$ cat config.mk
export PLATFORM = sky130hd
export DESIGN_NAME = arith_unit_seq
export DESIGN_NICKNAME = d
export VERILOG_FILES = /design/src/rtl/arith_unit_seq.sv
export SDC_FILE = /design/constraint.sdc
export NUM_CORES = 1
export LEC_CHECK = 0
export CORE_MARGIN = 4
export CORE_UTILIZATION = 35
export CTS_BUF_LIST = sky130_fd_sc_hd__clkbuf_4 sky130_fd_sc_hd__clkbuf_8
export DETAILED_ROUTE_END_ITERATION = 6
export SETUP_SLACK_MARGIN = 0.5
export SLEW_MARGIN = 30
export SYNTH_ARGS = -nofsm -noshare
export SYNTH_HDL_FRONTEND = slang
export SYNTH_SLANG_ARGS = --single-unit
export TNS_END_PERCENT = 30
$ cat constraint.sdc
create_clock -name clk -period 5.3 [get_ports clk]
set_input_delay 1.59 -clock clk [delete_from_list [all_inputs] [get_ports clk]]
set_output_delay 1.59 -clock clk [all_outputs]
set_load 0.02 [all_outputs]
$ cat src/rtl/arith_unit_seq.sv
// arith_unit_seq: digit-serial adder computing d = a + beff + c_in.
// beff is chosen by sel (00 b, 01 ~b, 10 zero, 11 all-ones). One DIGIT-wide
// slice is reused for NDIG = WIDTH/DIGIT cycles, LSB digit first, with the
// carry held in a register between digits.
// Optional feature macro: ARITH_FLAGS_EN enables the zero/neg/ovf flags;
// when it is undefined those outputs are tied low.
module arith_unit_seq #(
  parameter int WIDTH = 16,
  parameter int DIGIT = 4
) (
  input  logic             clk,
  input  logic             rst,
  input  logic             in_valid,
  output logic             in_ready,
  input  logic [WIDTH-1:0] a,
  input  logic [WIDTH-1:0] b,
  input  logic             c_in,
  input  logic [1:0]       sel,
  output logic             out_valid,
  input  logic             out_ready,
  output logic [WIDTH-1:0] d,
  output logic             c_out,
  output logic             zero,
  output logic             neg,
  output logic             ovf
);

  localparam int NDIG = WIDTH / DIGIT;
  localparam int CW   = (NDIG > 1) ? $clog2(NDIG) : 1;
  localparam logic [CW-1:0] LAST_DIG = CW'(NDIG - 1);

  typedef enum logic [1:0] {
    IDLE = 2'd0,
    CALC = 2'd1,
    DONE = 2'd2
  } state_t;

  state_t           state_q, state_d;
  logic [CW-1:0]    cnt_q, cnt_d;
  logic             carry_q, carry_d;
  logic [WIDTH-1:0] a_op_q, a_op_d;
  logic [WIDTH-1:0] b_op_q, b_op_d;
  logic [1:0]       sel_op_q, sel_op_d;
  logic [WIDTH-1:0] d_q, d_d;
  logic             c_out_q, c_out_d;
  logic             out_valid_q, out_valid_d;
  logic             ready_q, ready_d;

  logic [WIDTH-1:0] beff;
  logic [DIGIT-1:0] a_dig;
  logic [DIGIT-1:0] beff_dig;
  logic [DIGIT:0]   sum;
  logic             last_dig;

  // Effective B operand, taken only from the latched operand registers
  always_comb begin
    beff = b_op_q;
    case (sel_op_q)
      2'b00: beff = b_op_q;
      2'b01: beff = ~b_op_q;
      2'b10: beff = '0;
      2'b11: beff = '1;
      default: beff = b_op_q;
    endcase
  end

  // Select the active digit of each operand and run the shared adder slice
  always_comb begin
    a_dig    = '0;
    beff_dig = '0;
    for (int k = 0; k < NDIG; k++) begin
      if (cnt_q == CW'(k)) begin
        a_dig    = a_op_q[k*DIGIT +: DIGIT];
        beff_dig = beff[k*DIGIT +: DIGIT];
      end
    end
    sum      = {1'b0, a_dig} + {1'b0, beff_dig} + (DIGIT+1)'(carry_q);
    last_dig = (state_q == CALC) && (cnt_q == LAST_DIG);
  end

  // Next-state and datapath updates for the IDLE/CALC/DONE sequence
  always_comb begin
    state_d     = state_q;
    cnt_d       = cnt_q;
    carry_d     = carry_q;
    a_op_d      = a_op_q;
    b_op_d      = b_op_q;
    sel_op_d    = sel_op_q;
    d_d         = d_q;
    c_out_d     = c_out_q;
    out_valid_d = out_valid_q;
    case (state_q)
      IDLE: begin
        if (in_valid && ready_q) begin
          a_op_d   = a;
          b_op_d   = b;
          sel_op_d = sel;
          carry_d  = c_in;
          cnt_d    = '0;
          state_d  = CALC;
        end
      end
      CALC: begin
        for (int k = 0; k < NDIG; k++) begin
          if (cnt_q == CW'(k)) begin
            d_d[k*DIGIT +: DIGIT] = sum[DIGIT-1:0];
          end
        end
        carry_d = sum[DIGIT];
        if (cnt_q == LAST_DIG) begin
          c_out_d     = sum[DIGIT];
          out_valid_d = 1'b1;
          state_d     = DONE;
        end else begin
          cnt_d = cnt_q + 1'b1;
        end
      end
      DONE: begin
        if (out_ready) begin
          out_valid_d = 1'b0;
          state_d     = IDLE;
        end
      end
      default: state_d = IDLE;
    endcase
    // Registered ready so it stays low through reset and never depends on inputs
    ready_d = (state_d == IDLE);
  end

  // State and datapath registers with synchronous reset
  always_ff @(posedge clk) begin
    if (rst) begin
      state_q     <= IDLE;
      cnt_q       <= '0;
      carry_q     <= 1'b0;
      a_op_q      <= '0;
      b_op_q      <= '0;
      sel_op_q    <= 2'b00;
      d_q         <= '0;
      c_out_q     <= 1'b0;
      out_valid_q <= 1'b0;
      ready_q     <= 1'b0;
    end else begin
      state_q     <= state_d;
      cnt_q       <= cnt_d;
      carry_q     <= carry_d;
      a_op_q      <= a_op_d;
      b_op_q      <= b_op_d;
      sel_op_q    <= sel_op_d;
      d_q         <= d_d;
      c_out_q     <= c_out_d;
      out_valid_q <= out_valid_d;
      ready_q     <= ready_d;
    end
  end

`ifdef ARITH_FLAGS_EN
  logic zero_q, zero_d;
  logic neg_q, neg_d;
  logic ovf_q, ovf_d;

  // Status flags evaluated on the final digit; carry into the MSB is
  // recovered from the MSB sum bit as a ^ beff ^ s
  always_comb begin
    zero_d = zero_q;
    neg_d  = neg_q;
    ovf_d  = ovf_q;
    if (last_dig) begin
      zero_d = (d_d == '0);
      neg_d  = d_d[WIDTH-1];
      ovf_d  = (a_dig[DIGIT-1] ^ beff_dig[DIGIT-1] ^ sum[DIGIT-1]) ^ sum[DIGIT];
    end
  end

  // Flag registers
  always_ff @(posedge clk) begin
    if (rst) begin
      zero_q <= 1'b0;
      neg_q  <= 1'b0;
      ovf_q  <= 1'b0;
    end else begin
      zero_q <= zero_d;
      neg_q  <= neg_d;
      ovf_q  <= ovf_d;
    end
  end

  assign zero = zero_q;
  assign neg  = neg_q;
  assign ovf  = ovf_q;
`else
  assign zero = 1'b0;
  assign neg  = 1'b0;
  assign ovf  = 1'b0;
`endif

  assign in_ready  = ready_q;
  assign out_valid = out_valid_q;
  assign d         = d_q;
  assign c_out     = c_out_q;

endmodule
=== Word level (Yosys, flattened, before mapping) ===
Index checks and enable logic that the tools add are counted.
Widths: inputs -> output; s select.

* Flip-flop bits (word level): 58
* Output and inout port bits: 22
* Logic and storage cells: 65

* Add/sub/neg operators: 3
* Equal/unequal tests: 12
* Mux-type cells: 21
* Bitwise operators: 1
* Reductions and logical operators: 15

{| class="wikitable"
|+ Operator list
! kind !! count
|-
| $pmux 16 s4 || 1
|-
| $mux 4 || 8
|-
| $not 16->16 || 1
|-
| $reduce_and 2->1 || 6
|-
| $eq 2x2->1 const B || 5
|-
| $mux 2 || 5
|-
| $logic_not 2->1 || 4
|-
| $ne 2x2->1 const B || 4
|-
| $eq 2x1->1 const B || 3
|-
| $pmux 2 s3 || 1
|-
| $reduce_and 3->1 || 2
|-
| $add 4x4->5 || 1
|-
| $add 5x1->5 || 1
|-
| $pmux 1 s2 || 2
|-
| $pmux 2 s2 || 1
|-
| $reduce_bool 2->1 || 2
|-
| $mux 1 || 3
|-
| $add 2x1->2 const B || 1
|-
| $logic_and 1x1->1 || 1
|}

=== Depth between registers and ports, before layout ===
Gate-level depths: netlist of run 1.

* Depth after elaboration: 9
* Depth in mapped cells: 14
* Gate-level depth less buffers: 13

=== Worst setup path after synthesis of run 1 ===
No wires, ideal clock.

* Path type: register -> register
* From: register cnt_q[0]
* To: register d_q[11], in the netlist d[11]
* Data arrival time: 2630 ps
* Slack: 2574 ps
* Stages on the path, launching flop included: 12
* Buffers on the path: 2
* Period minus slack after synthesis: 2726 ps
* Cells stage by stage: dfxtp_1 ha_1 clkbuf_1 buf_2 mux2i_1 nor2_1 o22ai_1 ha_1 nor2b_1 o21ai_0 or4b_1 o311ai_1

* Cells in the longest elaborated chain, start to end: 7
* Elaborated cells between the ends (all ways): 15

{| class="wikitable"
|+ RTL lines
! item !! RTL line !! text
|-
| start: declaration || 39 || <nowiki>logic [CW-1:0] cnt_q, cnt_d;</nowiki>
|-
| start signal: assignment || 145 || <nowiki>cnt_q <= cnt_d;</nowiki>
|-
| $logic_not 2->1 || 72 || <nowiki>if (cnt_q == CW'(k)) begin</nowiki>
|-
| $mux 4 (4 in a row) || 72 ||
|-
| $add 4x4->5 || 77 || <nowiki>sum = {1'b0, a_dig} + {1'b0, beff_dig} + (DIGIT+1)'(carry_q);</nowiki>
|-
| $add 5x1->5 || 77 ||
|-
| end signal: assignment || 139 || <nowiki>d_q <= '0;</nowiki>
|-
| end signal: assignment || 150 || <nowiki>d_q <= d_d;</nowiki>
|-
| end: declaration || 44 || <nowiki>logic [WIDTH-1:0] d_q, d_d;</nowiki>
|}

Several ways; a longest one is shown, not always the timed one.
A chain may end at the register's enable or synchronous reset.

=== Final worst setup path of run 1 ===
* From: register cnt_q[0]
* To: register d_q[7], in the netlist d[7]

The elaborated chain is that of the path after synthesis.

==> results_dict.tcl, run 1 <==
set metrics [dict create \
    clock-sinks 58 \
    tightest_slew_ns 0.834 \
    antenna_found_initial 0 \
    drt-total-wl_um 6920 \
    synthFlopType "dfxtp_1" \
    grt_max_degree 61 \
    drv_slew 0 \
    drc 0 \
    die_area_um2 9690 \
    cp.required_ns 5.53 \
    syn_inst 372 \
    utilization 0.467 \
    crit_fanout 22 \
    status "finished, final reports clean" \
    synth-seq-area-share 0.406 \
    die_y_um 98.4 \
    cts_tree "built" \
    vias_per_cell 4.93 \
    finalSetupTns_ns 0 \
    routedWlPerCell_um 13.2 \
    hold_class "flip-flop to flip-flop" \
    peakVddDrop_uv 133 \
    port-buffer-count 57 \
    overflow 0 \
    vias 2572 \
    cp-start-kind "flip-flop" \
    area_growth_pct 28.0 \
    synth_area_um2 2860 \
    grt_pass1_vias 2355 \
    cts_made_buffers 9 \
    fmax_ghz 0.305 \
    dp_hpwl_um 4760 \
    fin_nets 464 \
    coreArea_um2 7850 \
    ioPinCount 61 \
    max_cap_viol_count 0 \
    worstSetupPathType "flip-flop to flip-flop" \
    ctsHoldBuffers 0 \
    gr-max-usage-layer "met2" \
    async_flop_share 0 \
    path_clk_slew_ns 0.07 \
    finalSetupViolCount 0 \
    fin_crit_ns 3.28 \
    clock_path_buffers 2 \
    gp_congestion 0.774 \
    skew_ns 0.0104 \
    crit_chain "ha_1 -> mux2i_1 -> o22ai_1 -> o22ai_1 -> ha_1 -> nor2b_1 -> o21ai_0 -> or4b_1 -> o311ai_0" \
    synth_cell_type_count 41 \
    clk_latency_ns 0.34 \
    synth_top_area_cell "dfxtp_1" \
    p_leak_nw 1.26 \
    max_stage_delay_ns 0.73 \
    ant_nets 0 \
    fin_crit_sh 0.619 \
    grt_use_met2 0.216 \
    grtUsageTotal 0.144 \
    postCtsResizedCells 0 \
    nFillCells 796 \
    rsz0062_at_grt "false" \
    clock-root-buffer "clkbuf_8" \
    firstDrtPassIters 4 \
    die_w_um 98.4 \
    ys_ff_latch 58 \
    start_util 0.365 \
    yosysWarnings 0 \
    met3_usage 0.0587 \
    synth_edf_count 0 \
    cts.htree.levels 3 \
    power.density_nw_per_um2 284 \
    avgSynthCellArea_um2 7.70 \
    placed_cells 507 \
    drt-initial-drc-count 139 \
    grt_pass1_wl_um 11300 \
    relSlewSlack 0.444 \
    final_cells 522 \
    num_rows 32 \
    layout-drive-gt1-share 0.0571 \
    post_cts_buffers 0 \
    diodes 0 \
    arrival_ns 3.51 \
    met1_usage 0.189 \
    critPathCaptureType "flip-flop" \
    synth_area_leaders "dfxtp_1 (41%), nand2_1 (12%), a21oi_1 (10%), ha_1 (3.1%), mux2i_1 (2.4%)" \
    synth_top_area_frac 0.406 \
    slowest_stage "ha_1" \
    hold_viol_final 0 \
]
## critical path, delay by kind of cell (launching register included)
family	cells	cell delay, ns
adder cells (fa/ha/maj)	2	1.02
AO/OA/AOI/OAI	4	0.87
AND/OR/NAND/NOR	2	0.61
flip-flops	1	0.40
multiplexers	1	0.26
## kinds of logic (layout without fill, tap and decap cells)
logic type	count (synthesis)	count (layout)	share of synthesized area
simple gates	150	150	0.239
compound gates	106	106	0.215
flops	58	58	0.406
buf+inv	39	85	0.0629
fa+ha+maj	9	9	0.0446
mux	8	8	0.0284
other cells	1	3	0.00131
xor+xnor	1	1	0.00306
## synth_stat cells (8+ instances only)
cell	instances
buf_2	9
o22ai_1	8
nor2_1	18
inv_1	10
clkbuf_1	14
dfxtp_1	58
a211oi_1	8
o21ai_0	12
nand2_1	93
a21oi_1	59
## layout make-up
type | instances | area [um2] | area share
clock buffer | 13 | 173 | 0.0471
inverter | 10 | 37.5 | 0.0102
tap | 102 | 128 | 0.0348
multi-input combinational | 277 | 1540 | 0.419
timing repair buffer | 60 | 594 | 0.162
clock inverter | 2 | 35.0 | 0.00956
sequential | 58 | 1160 | 0.317
## path summary, 6_finish.rpt
| path | startpoint | to | slack, ns | depth (start not counted) |
|---|---|---|---|---|
| setup / recovery | cnt_q[0] | d[7] | 2.02 | 9 |
| hold / removal | a_op_q[12] | a_op_q[12] | 0.46 | 2 |
| setup reg to reg | cnt_q[0] | d[7] | 2.02 | 9 |
| hold reg to reg | a_op_q[12] | a_op_q[12] | 0.46 | 2 |
## metrics by stage
step	total power, mW	instance area, um2	setup WS (ns)	hold WS, ns
6_report	1.04	3660	2.02	0.456
5_1_grt	1.10	3660	1.71	0.469
4_1_cts	1.06	3660	1.99	0.457
3_5_place_dp	0.628	3460	1.98	0.449
3_3_place_gp	0.625	3440	1.74	0.442
2_1_floorplan	0.570	2870	2.57	0.432
## layout by cell type (no fill, tap or decap), drive strengths merged, types with 5 or more instances in the layout
cell type,netlist,layout
nand2,95,95
a21oi,59,59
dfxtp,58,58
clkdlybuf4s50,0,56
nor2,18,18
clkbuf,14,13
o21ai,12,12
inv,10,10
o22ai,8,8
a211oi,8,8
nor2b,7,7
nand3b,7,7
o21a,7,7
mux2i,7,7
ha,7,7
nand2b,5,5
and2,5,5
## registers in the layout (all words and copies together) (netlist names)
signal and flops:
a_op_q 16, b_op_q 16, c_out 1, carry_q 1
cnt_q 2, d 16, in_ready 1, out_valid 1
sel_op_q 2, state_q 2
## layer usage
metal  share of wire  routed length, um  up-vias
li1                -                  -     1347
met1            0.46               3180     1157
met3           0.052                357        4
met2            0.48               3320       64
met4          0.0082                 57        0
met5               0                  0        -
## report_power, final
| part | switching (mW) | total, mW | internal, mW |
|---|---|---|---|
| Combinational | 0.0800 | 0.150 | 0.0704 |
| Clock | 0.164 | 0.422 | 0.257 |
| Sequential | 0.0141 | 0.467 | 0.453 |
(Power assumes the default switching activity.)
==> run 2: changes to the inputs <==
==> constraint.sdc (replaced) <==
create_clock -name clk -period 3.11 [get_ports clk]
set_input_delay 0.933 -clock clk [delete_from_list [all_inputs] [get_ports clk]]
set_output_delay 0.933 -clock clk [all_outputs]
set_load 0.02 [all_outputs]
==> results_dict.tcl, run 2 (synthesized netlist as in run 1, its figures left out) <==
set metrics [dict create \
    hold_class "flip-flop to flip-flop" \
    num_rows 32 \
    grt_pass1_vias 2559 \
    diodes 0 \
    p_leak_nw 1.32 \
    finalSetupTns_ns 0 \
    area_growth_pct 32.8 \
    arrival_ns 2.84 \
    path_clk_slew_ns 0.06 \
    drc 0 \
    ctsHoldBuffers 0 \
    holdWs_ns 0.454 \
    worstSetupPathType "flip-flop to flip-flop" \
    clock-sinks 58 \
    clk_latency_ns 0.34 \
    mostFrequentLayoutCells "nand2_1 (93), a21oi_1 (59), dfxtp_1 (56), clkdlybuf4s50_1 (56), nor2_1 (17)" \
    drt-initial-drc-count 61 \
    cts.htree.levels 3 \
    cts_tree "built" \
    firstDrtPassIters 7 \
    peakVddDrop_uv 184 \
    fin_crit_ns 2.61 \
    antenna_found_initial 0 \
    dp_hpwl_um 4940 \
    die_area_um2 9690 \
    drv_slew 0 \
    grt_max_degree 37 \
    crit_fanout 12 \
    fin_nets 476 \
    vias_per_cell 5.02 \
    gp_congestion 0.819 \
    fin_crit_sh 0.840 \
    routedWlPerCell_um 13.2 \
    finalSetupViolCount 0 \
    drt-total-wl_um 7050 \
    cp-start-kind "flip-flop" \
    max_cap_viol_count 0 \
    clock-root-buffer "clkbuf_8" \
    final_common_cell "nand2_1" \
    layout-drive-gt1-share 0.111 \
    die_y_um 98.4 \
    skew_ns 0.00524 \
    cts_made_buffers 9 \
    start_util 0.365 \
    coreArea_um2 7850 \
    ant_nets 0 \
    vias 2683 \
    grt_pass1_wl_um 11600 \
    overflow 0 \
    clock_path_buffers 2 \
    power.density_nw_per_um2 456 \
    cp.required_ns 3.34 \
    rsz0062_at_grt "true" \
    die_w_um 98.4 \
    grtUsageTotal 0.146 \
    ioPinCount 61 \
    critPathCaptureType "flip-flop" \
    fmax_ghz 0.383 \
    status "finished, final reports clean" \
    port-buffer-count 57 \
    hold_viol_final 0 \
]
## run 2: changes by cell type in the layout (fill, tap and decap cells not counted), sizes merged
cell,previous run,this run
clkinv,1,2
buf,4,16
bufinv,1,0
## run 2: what timing repair did
| action | in CTS | in global routing |
|---|---|---|
| setup buffers | 6 | 1 |
| setup endpoints to repair | 14 | 14 |
| pin swaps | 4 | 3 |
| gates resized for setup | 10 | 5 |
## run 2: per-layer routing
metal,GRT usage,share of wire
met4,0.0662,0.025
met1,0.175,0.44
met2,0.239,0.48
met5,0,0
met3,0.0453,0.057
## run 2: path summary, 6_finish.rpt
| path | startpoint | end | slack, ns | cells past startpoint |
|---|---|---|---|---|
| setup / recovery | cnt_q[0] | d[3] | 0.50 | 10 |
| hold / removal | d[13] | d[13] | 0.45 | 2 |
| setup reg to reg | cnt_q[0] | d[3] | 0.50 | 10 |
| hold reg to reg | d[13] | d[13] | 0.45 | 2 |
## run 2: critical path: stages, from the launching register on
cell	delay, ns
dfxtp_2	0.39
inv_1	0.13
ha_4	0.24
buf_4	0.17
o31ai_1	0.29
nand2b_1	0.15
a21oi_1	0.07
ha_1	0.33
nand2b_1	0.10
or4b_1	0.52
o311ai_0	0.11
## run 2: per-stage QoR
step | util | total power, mW | worst slack, ns | cell area [um2] | cells
CTS | 0.481 | 1.75 | 0.464 | 3770 | 533
global placement | 0.447 | 1.07 | 0.354 | 3500 | 512
finish | 0.484 | 1.73 | 0.497 | 3800 | 534
global route | 0.484 | 1.82 | 0.360 | 3800 | 534
detailed placement | 0.447 | 1.07 | 0.212 | 3500 | 512
floorplan | - | 0.976 | 0.492 | 2890 | 374
## run 2: area by class of cell
type                       count  area, um2
fill                         810       4050
clock inverter                 2       10.0
tap                          102        128
multi-input combinational    277       1600
inverter                      10       40.0
sequential                    58       1170
timing repair buffer          72        682
clock buffer                  13        179
## run 2: report_power, final
group          switching, mW  internal, mW
Clock                  0.286         0.369
Combinational          0.143         0.138
Sequential            0.0237         0.772
==> run 3: changes to the inputs <==
==> constraint.sdc (replaced) <==
create_clock -name clk -period 2.2 [get_ports clk]
set_input_delay 0.66 -clock clk [delete_from_list [all_inputs] [get_ports clk]]
set_output_delay 0.66 -clock clk [all_outputs]
set_load 0.02 [all_outputs]
==> results_dict.tcl, run 3 (synthesized netlist as in run 1, its figures left out) <==
set metrics [dict create \
    status "finished, violations left" \
    violations "setup timing" \
    rr_endpoint "c_out" \
    coreArea_um2 7850 \
    register_area_um2 1170 \
    reg2reg_from "cnt_q[1]" \
    max_cap_viol_count 0 \
    overflow 0 \
    antenna_found_initial 0 \
    cts.htree.levels 3 \
    critPathCaptureType "flip-flop" \
    fin_ws_ns -0.353 \
    drt-initial-drc-count 88 \
    cts_tree "built" \
    relSlewSlack 0.623 \
    finalSetupViolCount 14 \
    r2r_slack_ns -0.35 \
    arrival_ns 2.80 \
    cp-start-kind "flip-flop" \
    vias 2768 \
    multi_input_area_um2 1690 \
    tightest_slew_ns 0.566 \
    hold_end "a_op_q[0]" \
    worstHoldStart "a_op_q[0]" \
    clock_path_buffers 2 \
    drv_slew 0 \
    clock-sinks 58 \
    die_y_um 98.4 \
    layout-drive-gt1-share 0.212 \
    vias_per_cell 4.94 \
    die_area_um2 9690 \
    grtUsageTotal 0.148 \
    fin_nets 501 \
    die_w_um 98.4 \
    finalSetupTns_ns -4.16 \
    path_clk_slew_ns 0.07 \
    cp.required_ns 2.45 \
    grt_pass1_vias 2475 \
    area_growth_pct 45.2 \
    fmax_ghz 0.392 \
    hold_viol_final 0 \
    r2r_cells 13 \
    start_util 0.365 \
    max_stage_delay_ns 0.36 \
    firstDrtPassIters 4 \
    hold_class "flip-flop to flip-flop" \
    num_rows 32 \
    slowest_stage "dfxtp_4" \
    gp_congestion 0.822 \
    path_buf_inv 3 \
    clock-root-buffer "clkbuf_8" \
    drt-total-wl_um 7530 \
    power_mw 2.75 \
    cts_made_buffers 9 \
    worstSetupPathType "flip-flop to flip-flop" \
    rsz0062_at_grt "true" \
    dp_hpwl_um 5100 \
    port-buffer-count 57 \
    fin_crit_ns 2.55 \
    grt_max_degree 57 \
    peakVddDrop_uv 487 \
    nFillCells 778 \
    final_common_cell "nand2_1" \
    crit_chain "buf_6 -> ha_4 -> buf_4 -> mux2i_1 -> nor2_1 -> o22a_1 -> fa_2 -> inv_2 -> fa_2 -> a21o_1 -> a21o_1 -> mux2i_1 -> nor2_1" \
    ant_nets 0 \
    ctsHoldBuffers 0 \
    p_leak_nw 1.53 \
    crit_fanout 7 \
    diodes 0 \
    skew_ns 0.00953 \
    routedWlPerCell_um 13.4 \
    power.density_nw_per_um2 661 \
    drc 0 \
    holdPathStages 2 \
    fin_crit_sh 1.16 \
    clk_latency_ns 0.35 \
    mostFrequentLayoutCells "nand2_1 (92), a21oi_1 (56), dfxtp_1 (56)" \
    crit_family "adder cells" \
    ioPinCount 61 \
    holdWs_ns 0.457 \
    grt_pass1_wl_um 11600 \
]
[run 3: changes by cell type in the layout (fill, tap and decap cells not counted), sizes merged, moves of 2 or more]
cell | previous run | this run
buf | 16 | 42
clkdlybuf4s50 | 56 | 37
clkdlybuf4s15 | 0 | 13
clkbuf | 13 | 16
bufinv | 0 | 2
[run 3: final cells by class]
class,instances,area share
clock inverters,4,0.0175
repair buffers,97,0.214
well taps,102,0.0307
multi-input cells,277,0.407
clock buffers,12,0.0397
inverters,10,0.00963
flip-flops and latches,58,0.281
[run 3: power breakdown]
| part | total (mW) | internal, mW | switching [mW] |
|---|---|---|---|
| Combinational | 0.466 | 0.239 | 0.227 |
| Clock | 1.16 | 0.728 | 0.431 |
| Sequential | 1.12 | 1.09 | 0.0339 |
| Total | 2.75 | 2.06 | 0.692 |
[run 3: layer usage]
layer  share of wire  track usage  wire length (um)
met1            0.44        0.180              3290
met2            0.50        0.246              3740
met3           0.051       0.0467               382
met4           0.015       0.0557               111
met5               0            0                 0
[run 3: through the flow]
stage               utilization  setup WS [ns]  instances  instance area (um2)
finish                    0.530         -0.353        560                 4160
floorplan                     -         -0.265        374                 2960
CTS                       0.517         -0.274        556                 4050
global placement          0.471         -0.297        532                 3690
global route              0.530         -0.405        560                 4160
detailed placement        0.471         -0.332        532                 3690
[run 3: worst register-to-register path, cell delays in order, from the launching register on]
cell and delay (ns):
dfxtp_4 0.36, buf_6 0.13, ha_4 0.19, buf_4 0.14, mux2i_1 0.10, nor2_1 0.13
o22a_1 0.21, fa_2 0.26, inv_2 0.05, fa_2 0.35, a21o_1 0.18, a21o_1 0.18
mux2i_1 0.13, nor2_1 0.05
[run 3: worst max path at each step]
| stage | start | endpoint | cells past startpoint |
|---|---|---|---|
| 2_1_floorplan | cnt_q[1] | c_out | 14 |
| 3_3_place_gp | cnt_q[0] | c_out | 12 |
| 3_5_place_dp | cnt_q[0] | c_out | 12 |
| 4_1_cts | cnt_q[1] | c_out | 13 |
| 5_1_grt | cnt_q[1] | c_out | 13 |
| 6_report | cnt_q[1] | c_out | 13 |
[run 3: what timing repair did]
action | in CTS | in global routing
resized for setup | 40 | 42
endpoints found under the hold margin | 0 | 0
buffers inserted | 8 | 4
setup endpoints to repair | 37 | 42
pin swaps | 10 | 11
